--- config.mk ---
export PLATFORM = sky130hd
export DESIGN_NAME = phy_tx_sched
export DESIGN_NICKNAME = d
export VERILOG_FILES = /design/src/rtl/phy_tx_sched.sv
export SDC_FILE = /design/constraint.sdc
export NUM_CORES = 1
export LEC_CHECK = 0
export ABC_AREA = 1
export CORE_MARGIN = 10
export CORE_UTILIZATION = 43
export CTS_CLUSTER_DIAMETER = 80
export DETAILED_ROUTE_END_ITERATION = 6
export PLACE_DENSITY = 0.86
export SYNTH_ARGS = -nofsm -noshare
export SYNTH_HDL_FRONTEND = slang
export SYNTH_SLANG_ARGS = --single-unit
--- constraint.sdc ---
create_clock -name clk_f -period 2.7 [get_ports clk_f]
set_clock_uncertainty 0.15 [all_clocks]
set_input_delay 0.54 -clock clk_f [delete_from_list [all_inputs] [get_ports clk_f]]
set_output_delay 0.54 -clock clk_f [all_outputs]
set_load 0.02 [all_outputs]
--- src/rtl/phy_tx_sched.sv ---
// rtl/phy_tx_sched.sv - round-robin word scheduler in front of phy_tx (option: PHY_TX_SCHED_PRIORITY_EN)
module phy_tx_sched #(
    parameter int          NUM_REQ      = 4,
    parameter int          MAX_BURST    = 4,
    parameter int          SYNC_WORDS   = 8,
    parameter logic [31:0] SYNC_PATTERN = 32'hBCBC_BCBC
) (
    input  logic                    clk_f,
    input  logic                    reset,
    input  logic [NUM_REQ-1:0]      req,
    input  logic [32*NUM_REQ-1:0]   req_data,
    output logic [NUM_REQ-1:0]      grant,
    output logic [31:0]             data_out,
    output logic                    valid_out,
    output logic [2:0]              src_id,
    output logic                    sync_done
);

    typedef enum logic [1:0] {SYNC, ARB, BURST} state_t;

    state_t               state_q;
    logic [7:0]           sync_cnt_q;
    logic [3:0]           burst_cnt_q;
    logic [2:0]           rr_q;
    logic [2:0]           k_q;
    logic [NUM_REQ-1:0]   grant_q;
    logic [31:0]          data_q;
    logic                 valid_q;
    logic [2:0]           src_q;
    logic                 sync_done_q;

    logic [7:0]           req_pad;
    logic                 win_found;
    logic [2:0]           win_idx;
    logic [3:0]           scan;
    logic [31:0]          word_k;
    logic                 req_k;
    logic                 cap_hit;
    logic [2:0]           rr_next;

    // Winner search: first requester at or after the rr pointer, wrapping.
    always_comb begin
        req_pad   = 8'(req);
        win_found = 1'b0;
        win_idx   = 3'd0;
        scan      = 4'd0;
`ifdef PHY_TX_SCHED_PRIORITY_EN
        // Requester 0 pre-empts the rotation; it is skipped in the scan below.
        if (req_pad[0]) begin
            win_found = 1'b1;
        end
`endif
        for (int i = 0; i < NUM_REQ; i++) begin
            scan = {1'b0, rr_q} + 4'(i);
            if (scan >= 4'(NUM_REQ)) begin
                scan = scan - 4'(NUM_REQ);
            end
`ifdef PHY_TX_SCHED_PRIORITY_EN
            if (!win_found && req_pad[scan[2:0]] && (scan != 4'd0)) begin
`else
            if (!win_found && req_pad[scan[2:0]]) begin
`endif
                win_found = 1'b1;
                win_idx   = scan[2:0];
            end
        end
    end

    // Current grant holder's word, request and burst-end conditions.
    always_comb begin
        word_k = 32'd0;
        for (int i = 0; i < NUM_REQ; i++) begin
            if (k_q == 3'(i)) begin
                word_k = req_data[32*i +: 32];
            end
        end
        req_k   = req_pad[k_q];
        rr_next = (k_q == 3'(NUM_REQ - 1)) ? 3'd0 : k_q + 3'd1;
`ifdef PHY_TX_SCHED_PRIORITY_EN
        cap_hit = (burst_cnt_q == 4'(MAX_BURST - 1)) && (k_q != 3'd0);
`else
        cap_hit = (burst_cnt_q == 4'(MAX_BURST - 1));
`endif
    end

    // Scheduler FSM: link training, arbitration and burst transfer with registered outputs.
    always_ff @(posedge clk_f or posedge reset) begin
        if (reset) begin
            state_q     <= SYNC;
            sync_cnt_q  <= 8'd0;
            burst_cnt_q <= 4'd0;
            rr_q        <= 3'd0;
            k_q         <= 3'd0;
            grant_q     <= '0;
            data_q      <= 32'd0;
            valid_q     <= 1'b0;
            src_q       <= 3'd0;
            sync_done_q <= 1'b0;
        end else begin
            case (state_q)
                SYNC: begin
                    data_q     <= SYNC_PATTERN;
                    valid_q    <= 1'b1;
                    src_q      <= 3'd0;
                    grant_q    <= '0;
                    sync_cnt_q <= sync_cnt_q + 8'd1;
                    if (sync_cnt_q == 8'(SYNC_WORDS - 1)) begin
                        state_q <= ARB;
                    end
                end
                ARB: begin
                    valid_q     <= 1'b0;
                    sync_done_q <= 1'b1;
                    if (win_found) begin
                        grant_q     <= {{(NUM_REQ-1){1'b0}}, 1'b1} << win_idx;
                        k_q         <= win_idx;
                        burst_cnt_q <= 4'd0;
                        state_q     <= BURST;
                    end
                end
                BURST: begin
                    if (req_k) begin
                        data_q      <= word_k;
                        valid_q     <= 1'b1;
                        src_q       <= k_q;
                        burst_cnt_q <= burst_cnt_q + 4'd1;
                    end else begin
                        valid_q <= 1'b0;
                    end
                    if (!req_k || cap_hit) begin
                        grant_q <= '0;
                        state_q <= ARB;
`ifdef PHY_TX_SCHED_PRIORITY_EN
                        if (k_q != 3'd0) begin
                            rr_q <= rr_next;
                        end
`else
                        rr_q <= rr_next;
`endif
                    end
                end
                default: state_q <= SYNC;
            endcase
        end
    end

    assign grant     = grant_q;
    assign data_out  = data_q;
    assign valid_out = valid_q;
    assign src_id    = src_q;
    assign sync_done = sync_done_q;

endmodule

### Word level (Yosys, flattened, before mapping)

Cells that the tools add are included.

| cells by class | value |
|---|---|
| $add $sub $neg | 10 |
| multipliers | 0 |
| div/mod/pow operators | 0 |
| $lt $le $gt $ge | 9 |
| equal/unequal tests | 11 |
| shift-type cells | 1 |
| multiplexer cells | 43 |
| bitwise logic cells | 0 |
| reduce and logical (&&, ||, !) cells | 19 |

Operators by type and width:

| operator | number |
|---|---|
| 32-bit two-way mux | 5 |
| 32-bit case mux with 2 select lines | 1 |
| 3-bit two-way mux | 10 |
| 3-bit by 4-bit < comparator with 1-bit output (second input constant) | 5 |
| 4-bit two-way mux | 4 |
| 1-bit binary-select mux with 3-bit select | 5 |
| 4-bit by 3-bit greater-or-equal comparator with 1-bit output (second input constant) | 3 |
| 4-bit case mux with 3 select lines | 1 |
| 3-bit subtractor (second input constant) | 4 |
| 1-bit two-way mux | 10 |
| 3-bit AND reduction | 3 |
| 3-bit by 2-bit adder with 4-bit output (second input constant) | 2 |
| 8-bit by 1-bit adder with 8-bit output (second input constant) | 1 |
| 8-bit by 3-bit == test with 1-bit output (second input constant) | 1 |
| 2-bit != test (second input constant) | 4 |
| 4-bit case mux with 2 select lines | 1 |
| 3-bit by 2-bit == test with 1-bit output (second input constant) | 2 |
| 2-bit two-way mux | 3 |
| 2-bit case mux with 3 select lines | 1 |
| 3-bit case mux with 2 select lines | 1 |
| 2-bit AND reduction | 3 |
| 3-bit by 1-bit adder with 4-bit output (second input constant) | 1 |
| 4-bit by 1-bit adder with 4-bit output (second input constant) | 1 |
| 4-bit by 2-bit == test with 1-bit output (second input constant) | 1 |
| other kinds (14) | 20 |

| word-level totals | value |
|---|---|
| bits in registers | 61 |
| latch bits | 0 |
| memory bits (writable) | 0 |
| ROM bits | 0 |
| bits of input ports | 134 |
| output and inout bits | 41 |
| logic and storage cells | 103 |
| memories kept | 0 |

### Longest topological paths before layout

| depth | value |
|---|---|
| word-level depth | 17 |
| depth in mapped cells | 13 |
| depth with buffers taken out | 12 |

### Worst setup path before layout

OpenSTA, ideal clock, no wires.

| timing | value |
|---|---|
| path type | reg2reg |
| from | reg rr_q[0] |
| to | reg grant_q[3] (netlist: grant[3]) |
| library setup time | 0.117 ns |
| arrival time | 1.610 ns |
| setup slack | 0.823 ns |
| cell stages (with the launch flop) | 14 |
| path buffers | 1 |
| clock period less this slack | 1.877 ns |
| path through | dfrtp_1 buf_6 inv_6 ha_1 inv_1 nand3_1 nand3_2 nor2_1 nor2_1 nand2_1 nand2_1 nor2_2 nand2_1 nand2_1 |

| on the way | value |
|---|---|
| word-level cells in the longest chain between the ends | 17 |
| elaborated cells on any way between the ends | 42 |
| those cells by class | add/sub: 7; order compare: 4; eq/ne: 1; shift: 1; mux: 22; reduce/logical: 7 |

Ends and longest elaborated chain:

| what | line | RTL |
|---|---|---|
| start, declared | 24 | `logic [2:0] rr_q;` |
| start signal, assigned | 138 | `rr_q <= rr_next;` |
| branches (longest 17 deep; another with 3-bit by 1-bit adder with 4-bit output) | - |  |
| end signal, assigned | 115 | `grant_q <= {{(NUM_REQ-1){1'b0}}, 1'b1} << win_idx;` |
| end, declared | 26 | `logic [NUM_REQ-1:0] grant_q;` |

Several ways; the timed one is not identified. The select of a mux whose other input is x is not followed.
A chain may end at the register's enable or synchronous reset.

### Worst setup path in the final report

| timing | value |
|---|---|
| from | reg rr_q[0] |
| to | reg grant_q[1] (netlist: grant[1]) |

Same word-level chain as after synthesis.

==> impl_metrics.env <==
export IMPL_n_antenna_cell=0
export IMPL_yosys_top_cells_count="nand2_1, nand3_1, dfrtp_1"
export IMPL_fin_crit_sh_pct=85.3
export IMPL_switching_share_pct=49.3
export IMPL_port_buffers=174
export IMPL_start_util_pct=44.8
export IMPL_hold_path_class="reg2reg"
export IMPL_pin_count=175
export IMPL_synth_cell_types=35
export IMPL_cp_arrival_ns=2.43
export IMPL_synth_area_mm2=0.00396
export IMPL_rsz0062_at_grt="false"
export IMPL_dieArea_mm2=0.0135
export IMPL_period_minus_slack_ns=2.30
export IMPL_wl_per_cell_um=18.6
export IMPL_clk_pin_slew_worst_paths_ns=0.07
export IMPL_final_util_pct=67.8
export IMPL_synth_warnings=0
export IMPL_clkLatencyLatePin_ns=0.34
export IMPL_globalplace_congestion=0.891
export IMPL_cts_num_sinks=61
export IMPL_end_kind="flop"
export IMPL_comb_power_share_pct=63.1
export IMPL_synth_seq_cells=61
export IMPL_fp_dieH_um=116
export IMPL_tns_ns=0
export IMPL_holdWs_ns=0.322
export IMPL_cp_data_required_time_ns=2.83
export IMPL_vias_per_cell=5.40
export IMPL_hold_viol=0
export IMPL_dp_hpwl_um=12100
export IMPL_wirelength_um=15500
export IMPL_start_kind="flop"
export IMPL_postLayoutCellArea_mm2=0.00600
export IMPL_synth_edff_count=0
export IMPL_p_clk_share_pct=13.6
export IMPL_final_instance_count_excl_fill=835
export IMPL_clockBufferDepth=2
export IMPL_grt_pass1_vias=4423
export IMPL_yosysMostFrequentCell="nand2_1"
export IMPL_cts_root_buffer="clkbuf_8"
export IMPL_fin_nets=864
export IMPL_power_switching_mw=3.37
export IMPL_internal_power_mw=3.46
export IMPL_p_leak_nw=2.68
export IMPL_relSlewSlack_pct=62.0
export IMPL_cts_tree="yes"
export IMPL_ant_nets=0
export IMPL_critPathKind="reg2reg"
export IMPL_rrSetupSlack_ns=0.40
export IMPL_drive_gt1_share_pct=6.60
export IMPL_status="complete, no violations"
export IMPL_max_freq_mhz=434
export IMPL_cts_setup_buffers=0
export IMPL_yosysSeqAreaShare_pct=38.5
export IMPL_htree_levels=3
export IMPL_antenna_found_initial=0
export IMPL_cts_buffers=9
export IMPL_fp_dieW_um=116
export IMPL_grt_usage_pct=22.5
export IMPL_grt_overflow_total=0
export IMPL_grt_max_degree=49
export IMPL_synth_top_area_share_pct=38.5
export IMPL_postSynthAreaPerCell_um2=7.09
export IMPL_slew_violations=0
export IMPL_dp_cells=819
export IMPL_finalSetupViolations=0
export IMPL_synthFlopType="dfrtp_1"
export IMPL_cts_hold_buf=0
export IMPL_async_reset_ff_share_pct=100
export IMPL_drc=0
export IMPL_grt_first_pass_wirelength_um=23800
export IMPL_first_pass_iters=5
export IMPL_synth_fp_nets=701
export IMPL_synth_area_top_cells="dfrtp_1, nand2_1, nand3_1"
export IMPL_num_vias=4506
export IMPL_max_cap_violations=0
export IMPL_core_mm2=0.00885
export IMPL_cts_resized=0
export IMPL_first_iter_violations=299
export IMPL_ir_drop_mv=0.640
export IMPL_powerDensity_mw_per_mm2=1140
export IMPL_synth_cells=559
export IMPL_rows=34
export IMPL_cp_max_fo=9
export IMPL_area_delta_synth_final_pct=51.3
export IMPL_yosysTopAreaCell="dfrtp_1"
export IMPL_place_area_mm2=0.00577
export IMPL_worstMarginPinSlew_ns=0.570
export IMPL_seq_power_share_pct=23.3
critical path: stages, from the launching register on:
cell and delay [ns]:
dfrtp_1 0.59, inv_6 0.07, ha_1 0.36, inv_1 0.11, nand3_1 0.14, nand3_2 0.16
nor2_1 0.17, nor2_1 0.05, nand2_1 0.08, nand2_1 0.10, nor2_2 0.11, nand2_1 0.07
nand2_1 0.06
cells in the final DEF (no fill, tap or decap), types with 2 or more instances in the layout:
cell type	Yosys	layout
nor2_1	21	19
inv_2	4	5
ha_1	8	8
clkinv_2	0	2
nor2_2	2	4
nand4_1	6	6
xor2_1	5	5
clkbuf_8	0	11
nor3_1	2	2
inv_6	3	3
buf_12	0	3
bufinv_16	0	2
buf_4	3	4
xnor2_1	2	2
a21oi_1	9	9
o21ai_1	5	5
o211ai_1	24	24
o21ai_2	3	3
dfrtp_1	61	61
a211oi_1	4	4
inv_1	28	27
o21ai_0	31	31
nand3_1	83	83
nand2_1	210	210
nand2_2	5	5
clkdlybuf4s50_1	0	174
a31oi_1	5	5
routing by layer:
| metal | vias up | wire length, µm | track usage (%) |
|---|---|---|---|
| li1 | 2171 | - | - |
| met1 | 2122 | 5920 | 24.9 |
| met2 | 187 | 7590 | 39.5 |
| met3 | 26 | 1650 | 7.96 |
| met4 | 0 | 371 | 7.01 |
| met5 | - | 0 | 0 |
cell families after synthesis:
logic type | Yosys count | synth area share (%)
AND/OR/NAND/NOR | 338 | 37.2
AO/OA/AOI/OAI | 81 | 12.4
buffers and inverters | 64 | 7.80
flip-flops | 61 | 38.5
adder cells (fa/ha/maj) | 8 | 2.53
XOR/XNOR | 7 | 1.55
final timing paths:
path	end	cells past startpoint	startpoint
max	grant[1]	12	rr_q[0]
min	data_out[2]	2	data_out[2]
max reg2reg	grant[1]	12	rr_q[0]
min reg2reg	data_out[2]	2	data_out[2]
max in group asynchronous	k_q[2]	3	reset
min in group asynchronous	src_id[2]	2	reset
final cells by class:
class / instances / area, µm²
clock inverter: 4 / 70.1
sequential: 61 / 1530
inverter: 35 / 146
multi-input combinational: 434 / 2130
clock buffer: 12 / 155
timing repair buffer: 181 / 1830
tap: 108 / 135
fill: 749 / 2850
sequential cells by signal, summed over array words and instances (netlist names):
signal	flops
state_q	2
sync_cnt_q	8
data_out	32
rr_q	3
k_q	3
burst_cnt_q	4
sync_done	1
grant	4
valid_out	1
src_id	3
power groups by stage:
stage	sequential (mW)	clock, mW	combinational [mW]
finish	1.59	0.931	4.31
global route	1.64	0.983	4.77
CTS	1.59	0.937	4.31
detailed placement	1.59	0	4.29
global placement	1.58	0	4.15
floorplan	1.82	0	2.61
metrics by stage:
step / setup slack [ns] / power, mW
detailed placement: 0.275 / 5.89
global placement: 0.325 / 5.74
floorplan: 0.497 / 4.44
finish: 0.396 / 6.84
global route: 0.201 / 7.39
CTS: 0.409 / 6.84
No activity file was read; power rests on OpenSTA's default activity.
